**config.mk**
```make
export PLATFORM = sky130hd
export DESIGN_NAME = clarvi_muldiv_ctrl_flat
export DESIGN_NICKNAME = d
export VERILOG_FILES = /design/src/rtl/clarvi_muldiv_ctrl_if.sv /design/src/rtl/clarvi_muldiv_ctrl.sv /design/src/flat_wrapper.sv
export SDC_FILE = /design/constraint.sdc
export NUM_CORES = 2
export LEC_CHECK = 0
export CAP_MARGIN = 10
export CORE_MARGIN = 2
export CORE_UTILIZATION = 30
export DETAILED_ROUTE_END_ITERATION = 16
export PLACE_DENSITY_LB_ADDON = 0.12
export RECOVER_POWER = 25
export SYNTH_ARGS = -nofsm -noshare
export SYNTH_HDL_FRONTEND = slang
export SYNTH_SLANG_ARGS = --single-unit
```
**constraint.sdc**
```tcl
create_clock -name clock -period 15.5 [get_ports clock]
set_input_delay 2.325 -clock clock [delete_from_list [all_inputs] [get_ports clock]]
set_output_delay 2.325 -clock clock [all_outputs]
set_load 0.05 [all_outputs]
```
**src/rtl/clarvi_muldiv_ctrl_if.sv**
```systemverilog
// Handshake bundle between the Clarvi execute stage and the iterative mul/div unit.
// The pipeline side is the master; the unit itself is the slave.
interface clarvi_muldiv_ctrl_if;
  logic        start_valid;
  logic        start_ready;
  logic [2:0]  op;
  logic        is32_bit_op;
  logic [63:0] rs1_value;
  logic [63:0] rs2_value;
  logic        flush;
  logic        result_valid;
  logic        result_ready;
  logic [63:0] result;
  logic        busy;

  modport master (
    output start_valid, op, is32_bit_op, rs1_value, rs2_value, flush, result_ready,
    input  start_ready, result_valid, result, busy
  );

  modport slave (
    input  start_valid, op, is32_bit_op, rs1_value, rs2_value, flush, result_ready,
    output start_ready, result_valid, result, busy
  );
endinterface

```
**src/rtl/clarvi_muldiv_ctrl.sv**
```systemverilog
// Iterative RV64M sequencer: radix-2 shift-add multiply and restoring divide on
// operand magnitudes, with sign fix-up in a dedicated final step.
module clarvi_muldiv_ctrl #(
  parameter bit EARLY_OUT = 1'b1
) (
  input logic                 clock,
  input logic                 reset,
  clarvi_muldiv_ctrl_if.slave bus
);

  typedef enum logic [1:0] {StIdle, StBusy, StFix, StDone} state_e;

  state_e       state_q;
  logic [5:0]   count_q;
  logic [2:0]   op_q;
  logic         w_q;
  logic         neg_a_q;
  logic         neg_b_q;
  logic         zero_q;
  logic         early_q;
  // Multiply: acc = product, opa = shifted multiplicand, opb = multiplier.
  // Divide: acc[63:0] = remainder, opa[63:0] = divisor, opb = dividend/quotient.
  logic [127:0] acc_q;
  logic [127:0] opa_q;
  logic [63:0]  opb_q;
  logic [63:0]  result_q;
  logic         result_valid_q;
  logic         busy_q;

  // Operand preparation from the live request.
  logic        is_div;
  logic        sgn_a;
  logic        sgn_b;
  logic [63:0] a_ext;
  logic [63:0] b_ext;
  logic        a_neg;
  logic        b_neg;
  logic [63:0] a_abs;
  logic [63:0] b_abs;
  logic        b_zero;
  logic        ovf;
  logic        early;
  logic [63:0] early_raw;
  logic [63:0] early_res;

  always_comb begin
    is_div = bus.op[2];
    sgn_a  = is_div ? ~bus.op[0] : (bus.op == 3'd1 || bus.op == 3'd2);
    sgn_b  = is_div ? ~bus.op[0] : (bus.op == 3'd1);
    if (bus.is32_bit_op) begin
      a_ext = {{32{sgn_a & bus.rs1_value[31]}}, bus.rs1_value[31:0]};
      b_ext = {{32{sgn_b & bus.rs2_value[31]}}, bus.rs2_value[31:0]};
    end else begin
      a_ext = bus.rs1_value;
      b_ext = bus.rs2_value;
    end
    a_neg  = sgn_a & a_ext[63];
    b_neg  = sgn_b & b_ext[63];
    a_abs  = a_neg ? (64'd0 - a_ext) : a_ext;
    b_abs  = b_neg ? (64'd0 - b_ext) : b_ext;
    b_zero = (b_ext == 64'd0);
    ovf    = is_div && sgn_a && (b_ext == {64{1'b1}}) &&
             (a_ext == (bus.is32_bit_op ? 64'hFFFF_FFFF_8000_0000 : 64'h8000_0000_0000_0000));
    early  = EARLY_OUT && is_div && (b_zero || ovf);
    if (b_zero) begin
      early_raw = bus.op[1] ? a_ext : {64{1'b1}};
    end else begin
      early_raw = bus.op[1] ? 64'd0 : a_ext;
    end
    early_res = bus.is32_bit_op ? {{32{early_raw[31]}}, early_raw[31:0]} : early_raw;
  end

  // One iteration step for each algorithm.
  logic [127:0] mul_acc_nx;
  logic [64:0]  div_sh;
  logic         div_borrow;
  logic [63:0]  div_diff;
  logic [63:0]  div_rem_nx;

  always_comb begin
    mul_acc_nx = opb_q[0] ? (acc_q + opa_q) : acc_q;
    div_sh     = {acc_q[63:0], opb_q[63]};
    div_borrow = div_sh < {1'b0, opa_q[63:0]};
    div_diff   = div_sh[63:0] - opa_q[63:0];
    div_rem_nx = div_borrow ? div_sh[63:0] : div_diff;
  end

  // Sign fix-up and result selection.
  logic [127:0] prod;
  logic [63:0]  mul_raw;
  logic [63:0]  quo_f;
  logic [63:0]  rem_f;
  logic [63:0]  raw;
  logic [63:0]  fix_res;

  always_comb begin
    prod    = (neg_a_q ^ neg_b_q) ? (128'd0 - acc_q) : acc_q;
    mul_raw = (op_q[1:0] == 2'd0) ? prod[63:0] : prod[127:64];
    // A zero divisor has no sign, so the all-ones quotient is never negated.
    quo_f   = ((neg_a_q ^ neg_b_q) && !zero_q) ? (64'd0 - opb_q) : opb_q;
    rem_f   = neg_a_q ? (64'd0 - acc_q[63:0]) : acc_q[63:0];
    raw     = op_q[2] ? (op_q[1] ? rem_f : quo_f) : mul_raw;
    if (early_q) begin
      fix_res = acc_q[63:0];
    end else begin
      fix_res = w_q ? {{32{raw[31]}}, raw[31:0]} : raw;
    end
  end

  logic last_iter;
  assign last_iter = (count_q == (w_q ? 6'd31 : 6'd63));

  always_ff @(posedge clock or posedge reset) begin
    if (reset) begin
      state_q        <= StIdle;
      count_q        <= 6'd0;
      op_q           <= 3'd0;
      w_q            <= 1'b0;
      neg_a_q        <= 1'b0;
      neg_b_q        <= 1'b0;
      zero_q         <= 1'b0;
      early_q        <= 1'b0;
      acc_q          <= 128'd0;
      opa_q          <= 128'd0;
      opb_q          <= 64'd0;
      result_q       <= 64'd0;
      result_valid_q <= 1'b0;
      busy_q         <= 1'b0;
    end else if (bus.flush) begin
      state_q        <= StIdle;
      count_q        <= 6'd0;
      result_q       <= 64'd0;
      result_valid_q <= 1'b0;
      busy_q         <= 1'b0;
    end else begin
      unique case (state_q)
        StIdle: begin
          if (bus.start_valid) begin
            op_q    <= bus.op;
            w_q     <= bus.is32_bit_op;
            neg_a_q <= a_neg;
            neg_b_q <= b_neg;
            zero_q  <= b_zero;
            early_q <= early;
            count_q <= 6'd0;
            busy_q  <= 1'b1;
            if (early) begin
              acc_q   <= {64'd0, early_res};
              state_q <= StFix;
            end else if (is_div) begin
              acc_q   <= 128'd0;
              opa_q   <= {64'd0, b_abs};
              // W dividends sit in the top half so 32 shifts consume them fully.
              opb_q   <= bus.is32_bit_op ? {a_abs[31:0], 32'd0} : a_abs;
              state_q <= StBusy;
            end else begin
              acc_q   <= 128'd0;
              opa_q   <= {64'd0, a_abs};
              opb_q   <= b_abs;
              state_q <= StBusy;
            end
          end
        end
        StBusy: begin
          if (op_q[2]) begin
            acc_q <= {64'd0, div_rem_nx};
            opb_q <= {opb_q[62:0], ~div_borrow};
          end else begin
            acc_q <= mul_acc_nx;
            opa_q <= opa_q << 1;
            opb_q <= opb_q >> 1;
          end
          if (last_iter) begin
            count_q <= 6'd0;
            state_q <= StFix;
          end else begin
            count_q <= count_q + 6'd1;
          end
        end
        StFix: begin
          result_q       <= fix_res;
          result_valid_q <= 1'b1;
          state_q        <= StDone;
        end
        StDone: begin
          if (bus.result_ready) begin
            result_q       <= 64'd0;
            result_valid_q <= 1'b0;
            busy_q         <= 1'b0;
            state_q        <= StIdle;
          end
        end
        default: state_q <= StIdle;
      endcase
    end
  end

  assign bus.start_ready  = (state_q == StIdle) && !bus.flush;
  assign bus.result_valid = result_valid_q;
  assign bus.result       = result_q;
  assign bus.busy         = busy_q;

endmodule

```
**src/flat_wrapper.sv**
```systemverilog
// flat-port wrapper written by rule: the top's interface ports become plain ports
module clarvi_muldiv_ctrl_flat 
#(
  parameter bit EARLY_OUT = 1'b1
)
  (clock, reset, bus_start_valid, bus_op, bus_is32_bit_op, bus_rs1_value, bus_rs2_value, bus_flush, bus_result_ready, bus_start_ready, bus_result_valid, bus_result, bus_busy);
  clarvi_muldiv_ctrl_if bus_i ();
  input logic clock;
  input logic reset;
  input wire logic [$bits(bus_i.start_valid)-1:0] bus_start_valid;
  input wire logic [$bits(bus_i.op)-1:0] bus_op;
  input wire logic [$bits(bus_i.is32_bit_op)-1:0] bus_is32_bit_op;
  input wire logic [$bits(bus_i.rs1_value)-1:0] bus_rs1_value;
  input wire logic [$bits(bus_i.rs2_value)-1:0] bus_rs2_value;
  input wire logic [$bits(bus_i.flush)-1:0] bus_flush;
  input wire logic [$bits(bus_i.result_ready)-1:0] bus_result_ready;
  output wire logic [$bits(bus_i.start_ready)-1:0] bus_start_ready;
  output wire logic [$bits(bus_i.result_valid)-1:0] bus_result_valid;
  output wire logic [$bits(bus_i.result)-1:0] bus_result;
  output wire logic [$bits(bus_i.busy)-1:0] bus_busy;
  assign bus_i.start_valid = bus_start_valid;
  assign bus_i.op = bus_op;
  assign bus_i.is32_bit_op = bus_is32_bit_op;
  assign bus_i.rs1_value = bus_rs1_value;
  assign bus_i.rs2_value = bus_rs2_value;
  assign bus_i.flush = bus_flush;
  assign bus_i.result_ready = bus_result_ready;
  assign bus_start_ready = bus_i.start_ready;
  assign bus_result_valid = bus_i.result_valid;
  assign bus_result = bus_i.result;
  assign bus_busy = bus_i.busy;
  clarvi_muldiv_ctrl #(.EARLY_OUT(EARLY_OUT)) u_core (.clock(clock), .reset(reset), .bus(bus_i));
endmodule
```
# Word-level counts from Yosys, hierarchy flattened
# Cells that the tools add are included.
# W data, S select, Z words.
[totals]
regBits = 402
latchBits = 0
ramBits = 0
romBits = 0
in_bits = 137
out_inout_bits = 67
wordCells = 127
memories = 0
[op_classes]
addsub = 8
mul = 0
div_mod_pow = 0
magnitude_cmp = 1
eq_ne = 15
n_shift = 0
n_mux = 56
n_bitwise = 8
n_reduce_logical = 25
[op_table]
columns = ["operator", "count"]
rows = [
  ["$mux W64", 25],
  ["$mux W128", 7],
  ["$pmux W128 S2", 2],
  ["$pmux W64 S2", 2],
  ["$sub A1 B64 Y64 const A", 4],
  ["$add A128 B128 Y128", 1],
  ["$sub A1 B128 Y128 const A", 1],
  ["$lt A65 B64 Y1", 1],
  ["$eq A64 B64 Y1", 1],
  ["$eq A64 B64 Y1 const B", 1],
  ["$logic_not A64 Y1", 1],
  ["$sub A64 B64 Y64", 1],
  ["$mux W63", 1],
  ["$mux W6", 4],
  ["$pmux W6 S2", 1],
  ["$mux W2", 5],
  ["$reduce_and A3 Y1", 3],
  ["$reduce_bool A3 Y1", 3],
  ["$pmux W2 S4", 1],
  ["$reduce_and A4 Y1", 2],
  ["$add A6 B1 Y6 const B", 1],
  ["$eq A6 B6 Y1", 1],
  ["$logic_and A1 B1 Y1", 6],
  ["$mux W1", 6],
  ["18 further kinds", 32],
]

# Depth between registers and ports, before layout
[depth]
depth_word = 13
mapped_depth = 17
mapped_depth_nobuf = 15

# Least setup slack after synthesis
# Ideal clock, no wire load.
[synth_timing]
path_kind = "input -> register"
from = "in bus_rs2_value[10]"
to = "reg u_core.opa_q[33]"
setup_time_ps = 133
t_arrival_ps = 5470
t_required_ps = 15367
slack_ps = 9898
stages = 15
n_path_buf = 5
path_cell_list = "or4_1 or3_1 clkbuf_1 or4_1 clkbuf_1 nor4_4 o21ai_1 a21oi_1 or2_2 clkbuf_1 buf_2 nor2_1 clkbuf_1 o211ai_1 o21ai_0"
[synth_via]
elab_chain_cells = 8
word_cells_on_any_way = 15
cone_classes = "add/sub: 1; eq/ne: 2; mux: 6; reduce/logical: 6"
[synth_rtl]
columns = ["element", "line", "source"]
rows = [
  ["from (decl)", "flat_wrapper.sv:14", "input wire logic [$bits(bus_i.rs2_value)-1:0] bus_rs2_value;"],
  ["$mux W64 *", "clarvi_muldiv_ctrl.sv:50", "if (bus.is32_bit_op) begin"],
  ["parallel branches: the longest is 7 deep, another holds $sub A1 B64 Y64", "n/a", ""],
  ["to (signal assigned)", "clarvi_muldiv_ctrl.sv:152", "opa_q <= {64'd0, b_abs};"],
  ["to (signal assigned)", "clarvi_muldiv_ctrl.sv:158", "opa_q <= {64'd0, a_abs};"],
  ["to (signal assigned)", "clarvi_muldiv_ctrl.sv:170", "opa_q <= opa_q << 1;"],
  ["to (decl)", "clarvi_muldiv_ctrl.sv:24", "logic [127:0] opa_q;"],
]
# Every way passes the cells marked *. The select of a mux whose other input is x is not followed.
# A chain may end at the register's enable or synchronous reset.

# Final worst setup path
[layout_timing]
from = "in bus_rs2_value[41]"
to = "reg u_core.opb_q[56]"
[layout_via]
elab_chain_cells = 8
word_cells_on_any_way = 15
cone_classes = "add/sub: 1; eq/ne: 2; mux: 6; reduce/logical: 6"
[layout_rtl]
columns = ["element", "line", "source"]
rows = [
  ["$mux W64 *", "clarvi_muldiv_ctrl.sv:50", ""],
  ["parallel branches: the longest is 7 deep, another holds $sub A1 B64 Y64", "n/a", ""],
  ["to (signal assigned)", "clarvi_muldiv_ctrl.sv:154", "opb_q <= bus.is32_bit_op ? {a_abs[31:0], 32'd0} : a_abs;"],
  ["to (signal assigned)", "clarvi_muldiv_ctrl.sv:159", "opb_q <= b_abs;"],
  ["to (signal assigned)", "clarvi_muldiv_ctrl.sv:167", "opb_q <= {opb_q[62:0], ~div_borrow};"],
  ["to (decl)", "clarvi_muldiv_ctrl.sv:25", "logic [63:0] opb_q;"],
]
# Marks and branches as above.

==> results.toml <==
[run_status]
outcome = "finished, violations left"
violations_in_the_final_reports = "max-capacitance violations, max-slew violations"

[pwr]
power.static_leakage_nw = 19.3
pwr_density_cell_nw_per_um2 = 205
power.ir.vdd_worst_uv = 107

[critical_path]
max_stage_delay_ps = 710
timing.critical_path.from_type = "input port"
endpoint_kind = "flip-flop"
cp_slowest_cell = "nor4_1"
critPathTopFamily = "simple AND/OR/NAND/NOR gates"
worstPathMaxFanout = 71
path_common_cell = "buf_4"
cp_num_buf_inv = 3
setup.reg_to_reg.worst_slack_ps = 9350
type_of_the_setup_path_with_the_least_slack = "input port to flip-flop"
cp_data_required_time_ps = 16050
arrival_ps = 7650
cp_cell_sequence = "clkdlybuf4s50_1 > or4_1 > nor4_1 > a31oi_1 > nor4_4 > buf_4 > o21ai_1 > a21oi_1 > or2_4 > buf_4 > a2111oi_0 > a211o_1"

[drt]
viasPerCell = 5.95
routed_wirelength_normalized_by_instance_count_um = 27.7
drt-pass1-iter-count = 5
num_vias = 46100
drt-total-wl_mm = 215
drt-initial-drc-count = 4812
remaining_drc_errors = 0
drtAntennaViolNets = 0

[grt]
grt_antenna_before_repair = 10
grt_overflow_total = 0
vias_in_the_first_global_route = 43400
groute.usage.overall = 0.284
pin_count_of_the_biggest_net_entering_global_routing = 133
grt_first_pass_wirelength_mm = 310

[yosys]
synth.yosys.seq_area_share = 0.236
synth.cell_area_um2 = 42700
synth_area_leader_cell = "dfrtp_1"
synth_largest_type_area_fraction = 0.236
yosys-top-cells-area = "dfrtp_1 (24%), a21oi_1 (7.9%), o21ai_0 (7.4%), nand2_1 (6.1%), ha_1 (5.9%)"
postSynthRegisterBits = 402
post_synth.cell_area_avg_um2 = 7.23
yosys_warnings = 0
yosys.cell_types.count = 93
netlist_instances = 5904
ys_async_sr_fraction = 1.00
syn-num-nets = 6244
synth_enable_flop_cells = 0
synthTopCellsByCount = "nand2_1 (696), a21oi_1 (670), o21ai_0 (628)"
yosysMostFrequentCell = "nand2_1"
synth_top_flop_cell = "dfrtp_1"

[hold_path]
hold_class = "flip-flop to flip-flop"

[sta]
max-slew-margin-rel = -2.22
worst_slew_pin_tran_ps = 4830
rsz0062_at_grt = "no"
finalCritPeriodShare = 0.458
layout_setup_ws_ps = 8410
setup_viol = 0
fmax_ghz = 0.141
final.min_clock_period_ps = 7090
slew_viol_final = 148
finalHoldViolCount = 0
timing.setup.tns_ps = 0
final.setup_skew_ps = 51.1

[clock_network]
clk-insertion-delay-late_ps = 710
tritoncts = "yes"
cts-buffers-inserted = 56
clock_sinks = 402
cts_post_setup_buffers_inserted = 0
cts-hold-fix-buffers = 0
clkTransAtPathRegs_ps = 60
cts_root_buffer = "clkbuf_16"
cts-root-to-sink-buffers = 3
post_cts_resize_count = 0
ctsHtreeMaxLevel = 2

[cells_and_area]
post_route_cells_drive_above_1_share = 0.0513
n_diodes = 0
flow.area_growth_from_synthesis_pct = 12.8
finalNetCount = 6145

[floorplanning]
placementRows = 138
initial_core_utilization = 0.302
design.die.area_um2 = 145000
die-height_um = 381
top_level_ports = 204
core_region_area_um2 = 141000
die_x_um = 381

[placement]
place_ws_ps = 7780
placement.io_buffers = 203
dp.final_hpwl_mm = 167
routability_congestion_estimate = 0.975

[job]
maxCapViolCount = 2
## metrics by stage
stage,cell area [µm²],cells,total power [mW],hold WS (ps),utilization
floorplan,42700,5904,6.02,464,-
global placement,46200,7637,8.30,465,0.327
detailed placement,46200,7637,8.30,474,0.327
CTS,48200,7741,9.78,487,0.341
global route,48200,7741,10.5,504,0.341
finish,48200,7741,9.87,484,0.341
## final timing paths
path	end	depth (start not counted)	from
worst max-delay path	u_core.opb_q[56]$_DFFE_PP0P_	12	bus_rs2_value[41]
worst min-delay path	u_core.bus.result[7]$_DFFE_PP0P_	2	u_core.bus.result[7]$_DFFE_PP0P_
worst max register to register	u_core.acc_q[35]$_DFFE_PP0P_	14	u_core.opb_q[63]$_DFFE_PP0P_
worst min register to register	u_core.bus.result[7]$_DFFE_PP0P_	2	u_core.bus.result[7]$_DFFE_PP0P_
max in group asynchronous	u_core.opa_q[113]$_DFFE_PP0P_	4	reset
min in group asynchronous	u_core.bus.result[10]$_DFFE_PP0P_	2	reset
## state kept, by name, summed over array words and instances, names as in the netlist
signal	cells
u_core.acc_q	128
u_core.bus.busy	1
u_core.bus.result	64
u_core.bus.result_valid	1
u_core.count_q	6
u_core.early_q	1
u_core.neg_a_q	1
u_core.neg_b_q	1
u_core.op_q	3
u_core.opa_q	128
u_core.opb_q	64
u_core.state_q	2
u_core.w_q	1
u_core.zero_q	1
## worst register-to-register path: stages (launching register included)
cell       delay [ps]
dfrtp_1           530
inv_1             500
ha_1              310
nand2b_1          160
a21oi_1           110
a41o_1            300
o311a_1           410
o31a_1            390
o211ai_1          720
a21oi_1           330
a31oi_4           250
buf_4             400
and2_0           1100
a2111oi_0         380
a21oi_1           190
## routing by layer
metal	share of wire	global-route usage	vias to the layer above
met5	0.000056	0	-
met4	0.039	0.0993	2
met3	0.061	0.0311	304
met2	0.46	0.463	1651
met1	0.44	0.388	22800
li1	-	-	21300
## layout by cell type (no fill, tap or decap), types with 24 or more instances in the layout
cell type        synthesis  final
xnor2_1                262    261
a211oi_1               123    122
o21bai_1                37     37
a21oi_1                670    669
o41ai_1                 32     32
or3_1                   57     56
a221oi_1                24     24
nand4_1                 87     87
buf_4                    2     96
a22oi_1                 29     29
maj3_1                  30     30
nand2b_1                53     53
ha_1                   201    200
inv_1                  137    135
mux2i_1                 74     74
a22o_1                  70     70
dfrtp_1                402    398
nand3_1                 84     84
a31oi_1                 66     65
o221ai_1                37     37
o22ai_1                 53     53
nor3_1                 116    115
o211ai_1                53     53
o21ai_0                628    628
nor2_1                 544    536
clkbuf_16                0     56
xor2_1                 252    251
nor4_1                  48     48
or2_2                   30     29
a21o_1                 103    103
o21a_1                  29     29
nand2_1                696    693
clkdlybuf4s50_1          0    199
or4_1                   41     41
o31ai_1                 88     87
## layout make-up
| type | instances | area, µm² |
|---|---|---|
| Clock buffer | 70 | 1530 |
| Multi-Input combinational cell | 4904 | 30500 |
| Timing Repair Buffer | 300 | 2760 |
| Sequential cell | 402 | 10100 |
| Fill cell | 15100 | 93200 |
| Inverter | 141 | 531 |
| Tap cell | 1890 | 2360 |
| Clock inverter | 34 | 450 |
## power breakdown
group          leakage [nW]  switching (mW)  internal [mW]
sequential             5.26           0.659           1.30
combinational          13.0            4.29           2.18
clock                 0.975           0.586          0.853
## logic make-up after synthesis
family | synth area share
AOI/OAI and AO/OA | 0.318
and+or+nand+nor | 0.200
buffers and inverters | 0.0539
xor gates and xnor gates | 0.105
DFF | 0.236
adders and majority gates | 0.0668
muxes | 0.0205
(Power assumes the default switching activity.)
